===== src/rtl/i2c_reg_slave_if.sv =====
// Register-bus bundle between the I2C front end and the SPI master's register port.
// master = side issuing strobes (i2c_reg_slave), slave = register file side.
interface i2c_reg_slave_if;
  logic [3:0] o_address;
  logic [7:0] o_data;
  logic       o_wr;
  logic       o_rd;
  logic [7:0] i_data;

  modport master (output o_address, output o_data, output o_wr, output o_rd, input i_data);
  modport slave  (input o_address, input o_data, input o_wr, input o_rd, output i_data);
endinterface


===== src/rtl/i2c_reg_slave.sv =====
// I2C slave front end: turns I2C transactions addressed to SLAVE_ADDR into
// single-cycle write/read strobes on a 4-bit-address, 8-bit-data register bus.
//
// state     | meaning
// ----------+-----------------------------------------------------------
// IDLE      | bus free, waiting for START
// ADDR      | shifting in address byte (bits [7:1] addr, bit 0 R/W)
// ADDR_ACK  | driving ACK for a matched address
// WR_BYTE   | shifting in a data byte (first one loads the pointer)
// WR_ACK    | driving ACK for a received data byte
// RD_BYTE   | shifting out tx register, MSB first
// RD_ACK    | SDA released, sampling host ACK/NACK
// WAIT_STOP | not addressed or NACKed; waiting for STOP or START
module i2c_reg_slave #(
  parameter logic [6:0] SLAVE_ADDR = 7'h3A
) (
  input  logic i_ck,
  input  logic i_rst,
  input  logic i_scl,
  input  logic i_sda,
  output logic o_sda_oe,
  i2c_reg_slave_if.master reg_bus
);

  typedef enum logic [2:0] {
    IDLE      = 3'd0,
    ADDR      = 3'd1,
    ADDR_ACK  = 3'd2,
    WR_BYTE   = 3'd3,
    WR_ACK    = 3'd4,
    RD_BYTE   = 3'd5,
    RD_ACK    = 3'd6,
    WAIT_STOP = 3'd7
  } state_t;

  state_t     state;
  logic       scl_s1, scl_s2, scl_d;
  logic       sda_s1, sda_s2, sda_d;
  logic [3:0] bit_cnt;
  logic [7:0] shift;
  logic [7:0] tx;
  logic [3:0] ptr;
  logic       first_byte;
  logic       is_read;
  logic       host_ack;
  logic       rd_d1;
  logic       sda_oe_q;
  logic [3:0] addr_q;
  logic [7:0] data_q;
  logic       wr_q;
  logic       rd_q;

  logic       scl_rise, scl_fall, start_det, stop_det;
  logic [7:0] rx_byte;

  assign scl_rise  = scl_s2 & ~scl_d;
  assign scl_fall  = ~scl_s2 & scl_d;
  assign start_det = scl_s2 & scl_d & sda_d & ~sda_s2;
  assign stop_det  = scl_s2 & scl_d & ~sda_d & sda_s2;
  assign rx_byte   = {shift[6:0], sda_s2};

  assign o_sda_oe          = sda_oe_q;
  assign reg_bus.o_address = addr_q;
  assign reg_bus.o_data    = data_q;
  assign reg_bus.o_wr      = wr_q;
  assign reg_bus.o_rd      = rd_q;

  // Synchronizers keep tracking the pins through reset so no phantom edges appear on release.
  always_ff @(posedge i_ck) begin
    scl_s1 <= i_scl;
    scl_s2 <= scl_s1;
    scl_d  <= scl_s2;
    sda_s1 <= i_sda;
    sda_s2 <= sda_s1;
    sda_d  <= sda_s2;
  end

  always_ff @(posedge i_ck) begin
    if (i_rst) begin
      state      <= IDLE;
      bit_cnt    <= 4'd0;
      shift      <= 8'h00;
      tx         <= 8'h00;
      ptr        <= 4'd0;
      first_byte <= 1'b0;
      is_read    <= 1'b0;
      host_ack   <= 1'b0;
      rd_d1      <= 1'b0;
      sda_oe_q   <= 1'b0;
      addr_q     <= 4'd0;
      data_q     <= 8'h00;
      wr_q       <= 1'b0;
      rd_q       <= 1'b0;
    end else begin
      wr_q  <= 1'b0;
      rd_q  <= 1'b0;
      rd_d1 <= rd_q;
      // Read data is valid the cycle after o_rd; the pointer advances once it is captured.
      if (rd_d1) begin
        tx  <= reg_bus.i_data;
        ptr <= ptr + 4'd1;
      end

      if (start_det) begin
        state    <= ADDR;
        bit_cnt  <= 4'd0;
        sda_oe_q <= 1'b0;
      end else if (stop_det) begin
        state    <= IDLE;
        bit_cnt  <= 4'd0;
        sda_oe_q <= 1'b0;
      end else begin
        case (state)
          IDLE: ;
          ADDR: begin
            if (scl_rise && bit_cnt != 4'd8) begin
              shift   <= rx_byte;
              bit_cnt <= bit_cnt + 4'd1;
            end else if (scl_fall && bit_cnt == 4'd8) begin
              bit_cnt <= 4'd0;
              if (shift[7:1] == SLAVE_ADDR) begin
                state    <= ADDR_ACK;
                sda_oe_q <= 1'b1;
                is_read  <= shift[0];
                if (shift[0]) begin
                  rd_q   <= 1'b1;
                  addr_q <= ptr;
                end
              end else begin
                state <= WAIT_STOP;
              end
            end
          end
          ADDR_ACK: begin
            if (scl_fall) begin
              bit_cnt <= 4'd0;
              if (is_read) begin
                state    <= RD_BYTE;
                sda_oe_q <= ~tx[7];
              end else begin
                state      <= WR_BYTE;
                sda_oe_q   <= 1'b0;
                first_byte <= 1'b1;
              end
            end
          end
          WR_BYTE: begin
            if (scl_rise && bit_cnt != 4'd8) begin
              shift   <= rx_byte;
              bit_cnt <= bit_cnt + 4'd1;
              if (bit_cnt == 4'd7) begin
                first_byte <= 1'b0;
                if (first_byte) begin
                  ptr <= rx_byte[3:0];
                end else begin
                  wr_q   <= 1'b1;
                  addr_q <= ptr;
                  data_q <= rx_byte;
                  ptr    <= ptr + 4'd1;
                end
              end
            end else if (scl_fall && bit_cnt == 4'd8) begin
              state    <= WR_ACK;
              sda_oe_q <= 1'b1;
              bit_cnt  <= 4'd0;
            end
          end
          WR_ACK: begin
            if (scl_fall) begin
              state    <= WR_BYTE;
              sda_oe_q <= 1'b0;
            end
          end
          RD_BYTE: begin
            if (scl_rise && bit_cnt != 4'd8) begin
              bit_cnt <= bit_cnt + 4'd1;
            end else if (scl_fall) begin
              if (bit_cnt == 4'd8) begin
                // Prefetch the next byte while the host clocks its ACK.
                state    <= RD_ACK;
                sda_oe_q <= 1'b0;
                rd_q     <= 1'b1;
                addr_q   <= ptr;
                bit_cnt  <= 4'd0;
              end else if (bit_cnt != 4'd0) begin
                sda_oe_q <= ~tx[3'd7 - bit_cnt[2:0]];
              end
            end
          end
          RD_ACK: begin
            if (scl_rise) begin
              host_ack <= ~sda_s2;
            end else if (scl_fall) begin
              if (host_ack) begin
                state    <= RD_BYTE;
                sda_oe_q <= ~tx[7];
              end else begin
                state    <= WAIT_STOP;
                sda_oe_q <= 1'b0;
              end
            end
          end
          WAIT_STOP: sda_oe_q <= 1'b0;
          default:   state <= IDLE;
        endcase
      end
    end
  end

endmodule


===== src/flat_wrapper.sv =====
// flat-port wrapper written by rule: the top's interface ports become plain ports
module i2c_reg_slave_flat 
#(
  parameter logic [6:0] SLAVE_ADDR = 7'h3A
)
  (i_ck, i_rst, i_scl, i_sda, o_sda_oe, reg_bus_o_address, reg_bus_o_data, reg_bus_o_wr, reg_bus_o_rd, reg_bus_i_data);
  i2c_reg_slave_if reg_bus_i ();
  input  logic i_ck;
  input  logic i_rst;
  input  logic i_scl;
  input  logic i_sda;
  output logic o_sda_oe;
  output wire logic [$bits(reg_bus_i.o_address)-1:0] reg_bus_o_address;
  output wire logic [$bits(reg_bus_i.o_data)-1:0] reg_bus_o_data;
  output wire logic [$bits(reg_bus_i.o_wr)-1:0] reg_bus_o_wr;
  output wire logic [$bits(reg_bus_i.o_rd)-1:0] reg_bus_o_rd;
  input wire logic [$bits(reg_bus_i.i_data)-1:0] reg_bus_i_data;
  assign reg_bus_o_address = reg_bus_i.o_address;
  assign reg_bus_o_data = reg_bus_i.o_data;
  assign reg_bus_o_wr = reg_bus_i.o_wr;
  assign reg_bus_o_rd = reg_bus_i.o_rd;
  assign reg_bus_i.i_data = reg_bus_i_data;
  i2c_reg_slave #(.SLAVE_ADDR(SLAVE_ADDR)) u_core (.i_ck(i_ck), .i_rst(i_rst), .i_scl(i_scl), .i_sda(i_sda), .o_sda_oe(o_sda_oe), .reg_bus(reg_bus_i));
endmodule

===== config.mk =====
export PLATFORM = sky130hd
export DESIGN_NAME = i2c_reg_slave_flat
export DESIGN_NICKNAME = d
export VERILOG_FILES = /design/src/rtl/i2c_reg_slave_if.sv /design/src/rtl/i2c_reg_slave.sv /design/src/flat_wrapper.sv
export SDC_FILE = /design/constraint.sdc
export NUM_CORES = 1
export LEC_CHECK = 0
export ABC_CLOCK_PERIOD_IN_PS = 2850
export CAP_MARGIN = 20
export CORE_MARGIN = 8
export CORE_UTILIZATION = 30
export CTS_CLUSTER_DIAMETER = 30
export DETAILED_ROUTE_END_ITERATION = 12
export PLACE_DENSITY_LB_ADDON = 0.2
export REMOVE_ABC_BUFFERS = 1
export SYNTH_ARGS = -nofsm -noshare
export SYNTH_HDL_FRONTEND = slang
export SYNTH_SLANG_ARGS = --single-unit

===== constraint.sdc =====
create_clock -name i_ck -period 2.85 [get_ports i_ck]
set_clock_uncertainty 0.2 [all_clocks]
set_input_delay 0.4275 -clock i_ck [delete_from_list [all_inputs] [get_ports i_ck]]
set_output_delay 0.4275 -clock i_ck [all_outputs]
set_load 0.005 [all_outputs]

==> flow_summary.ini <==
[run_status]
status = finished, final reports clean

[final_layout]
syn_to_final_growth_pct = 18.9
fill_cells = 855
n_antenna_cell = 0
drive_gt1_frac = 0.100
fin_nets = 313
fin_cells = 404

[synthesis]
postSynth.topFlopCell = dfxtp_1
synth_most_common_cell = dfxtp_1
synth_top_area_cell = dfxtp_1
yosysSeqAreaShare = 0.423
synth_commonest_cells = 52 x dfxtp_1, 37 x nor2_1, 26 x nand2_1, 23 x mux2i_1, 20 x a21oi_1
async_flop_share = 0
synth_enable_flop_cells = 0
syn_inst = 273
netlist_area_um2 = 2460
synth-seq-cells = 52
avgSynthCellArea_um2 = 9.01
synth_area_leaders = dfxtp_1 42%, mux2i_1 9.4%, nor2_1 5.6%
yosys_warnings = 0
ys_types = 54
netlist.area_leader.share = 0.423

[clocking]
cts_root_buf = clkbuf_8
cts_hold_buf = 0
htree_num_levels = 2
cts_tree = done
clock_latency_ns = 0.31
post_cts_buffers = 0
cts_resized = 0
clk_path_buf_depth = 2
numCtsBuffers = 5
cts.sink_count = 52
clkTransAtPathRegs_ns = 0.10

[timing]
tns_ns = 0
final.period_utilization = 0.812
fin_crit_ns = 2.31
finalSetupViolCount = 0
final_hold_viol_count = 0
fmax_mhz = 432
worst_pin_slew_ns = 0.656
slew_viol_final = 0
rsz0062_at_grt = false
slew_headroom = 0.562

[placement]
port_buffers = 26
post-dp-hpwl_um = 4160
dp.cells = 396
place.gp.congestion = 0.794

[setup_path]
cpLargestDelayFamily = simple AND/OR/NAND/NOR gates
cp_slowest_stage_delay_ns = 0.45
path_depth = 8
r2r_cells = 8
ff2ff_setup_slack_ns = 0.54
path_class = reg2reg
crit_fanout = 9
worstSetupEndpointType = flip-flop
regToRegStartpoint = u_core.bit_cnt[0]$_SDFFE_PP0P_
required_ns = 2.90
cp_data_arrival_time_ns = 2.37
worst_setup_path_start_kind = flip-flop
crit_end = u_core.bit_cnt[3]$_SDFFE_PP0P_
path_cells = inv_1 -> ha_1 -> and3b_4 -> nor4_4 -> buf_4 -> a221oi_2 -> or3_1 -> a21oi_1
path_buf_inv = 2
crit_path_start = u_core.bit_cnt[0]$_SDFFE_PP0P_
cp_slowest_cell = dfxtp_1
timing.rr.end = u_core.bit_cnt[3]$_SDFFE_PP0P_

[drt]
dr.pass1.iters = 4
finalWirelength_um = 5690
routed_via_density = 4.87
drt_iter0_drc = 146
via_count = 1969
drt.antenna.violating_nets = 0
drc = 0
wire_per_inst_um = 14.1

[power_and_ir_drop]
p_leak_nw = 1.05
ir_drop_mv = 0.225
p_per_area_nw_per_um2 = 442

[global_routing]
first_global_vias = 1886
grt.total_usage = 0.101
grt-ovfl-total = 0
grt_start_max_net_pins = 43
grt_first_pass_wirelength_um = 9320
antenna_found_initial = 0

[floorplanning]
core_um2 = 8090
initial_core_util = 0.304
ios = 27
dieArea_um2 = 11300
die_x_um = 107
rows = 33
die_h_um = 107

[hold_path]
hold_class = reg2reg

[flow_run]
maxCapViolCount = 0
## sequential cells by signal, indices dropped and copies added (netlist names)
| signal | cells |
|---|---|
| u_core.scl_s1 | 1 |
| u_core.reg_bus.o_data | 8 |
| u_core.sda_d | 1 |
| u_core.is_read | 1 |
| u_core.shift | 8 |
| u_core.rd_d1 | 1 |
| u_core.reg_bus.o_wr | 1 |
| u_core.sda_s2 | 1 |
| u_core.scl_d | 1 |
| u_core.host_ack | 1 |
| u_core.reg_bus.o_address | 4 |
| u_core.state | 3 |
| u_core.ptr | 4 |
| u_core.first_byte | 1 |
| u_core.tx | 8 |
| u_core.reg_bus.o_rd | 1 |
| u_core.bit_cnt | 4 |
| u_core.o_sda_oe | 1 |
| u_core.scl_s2 | 1 |
| u_core.sda_s1 | 1 |
## per-stage QoR
step	total power [W]	utilization	setup slack, ns	area (um^2)	hold slack, ns
2_1_floorplan	0.000822	-	0.665	2390	0.110
3_3_place_gp	0.000875	0.350	0.584	2830	0.113
3_5_place_dp	0.000874	0.350	0.557	2830	0.118
4_1_cts	0.00131	0.361	0.530	2920	0.149
5_1_grt	0.00135	0.361	0.347	2920	0.156
6_report	0.00129	0.361	0.535	2920	0.140
## worst min path at each step
stage | from | to | slack [ns] | cells after the start
3_5_place_dp | u_core.scl_s1$_DFF_P_ | u_core.scl_s2$_DFF_P_ | 0.12 | 0
4_1_cts | u_core.scl_s1$_DFF_P_ | u_core.scl_s2$_DFF_P_ | 0.15 | 0
3_3_place_gp | u_core.sda_s1$_DFF_P_ | u_core.sda_s2$_DFF_P_ | 0.11 | 0
6_report | u_core.scl_s1$_DFF_P_ | u_core.scl_s2$_DFF_P_ | 0.14 | 0
5_1_grt | u_core.sda_s1$_DFF_P_ | u_core.sda_s2$_DFF_P_ | 0.16 | 0
2_1_floorplan | u_core.scl_s1$_DFF_P_ | u_core.scl_s2$_DFF_P_ | 0.11 | 0
## layout make-up
type                            instances  area [um^2]  area share
Inverter                                5         18.8     0.00642
Clock inverter                          3         22.5     0.00771
Multi-Input combinational cell        202         1340       0.457
Clock buffer                            5         68.8      0.0235
Timing Repair Buffer                   32          305       0.104
Tap cell                              105          131      0.0449
Sequential cell                        52         1040       0.356
## layer usage
metal,global-route usage,routed length (um),up-vias
met5,0,0,-
met2,0.151,2450,30
met4,0.0332,57,0
li1,-,-,1010
met3,0.0272,225,5
met1,0.138,2960,924
## worst reg2reg max path, delay by kind of cell, from the launching register on
family / cells / cell delay (ns)
compound gates: 2 / 0.23
buf+inv: 2 / 0.31
simple gates: 3 / 0.80
fa+ha+maj: 1 / 0.26
flops: 1 / 0.45
## logic make-up (layout without fill, tap and decap cells)
kind of cell    Yosys count  count (layout)  share of synthesized area
flops                    52              52                      0.423
fa+ha+maj                 3               3                     0.0153
simple gates            117             117                      0.256
xor+xnor                  7               7                     0.0249
buf+inv                  19              45                     0.0336
compound gates           50              50                      0.134
mux                      25              25                      0.112
## cells in the final DEF (no fill, tap or decap), types with 6 or more instances in the layout
cell type        netlist  layout
nor2_1                37      37
xnor2_1                6       6
a21oi_1               20      20
mux2i_1               23      23
clkdlybuf4s50_1        0      26
nand2b_1              13      13
nand2_1               26      26
dfxtp_1               52      52
o21ai_0                8       8
buf_4                  0       6
## where the power goes
group | internal, W | switching [W]
Clock | 0.000177 | 0.000259
Combinational | 0.0000483 | 0.0000613
Sequential | 0.000735 | 0.0000115
Total | 0.000960 | 0.000332
(Power assumes the default switching activity.)
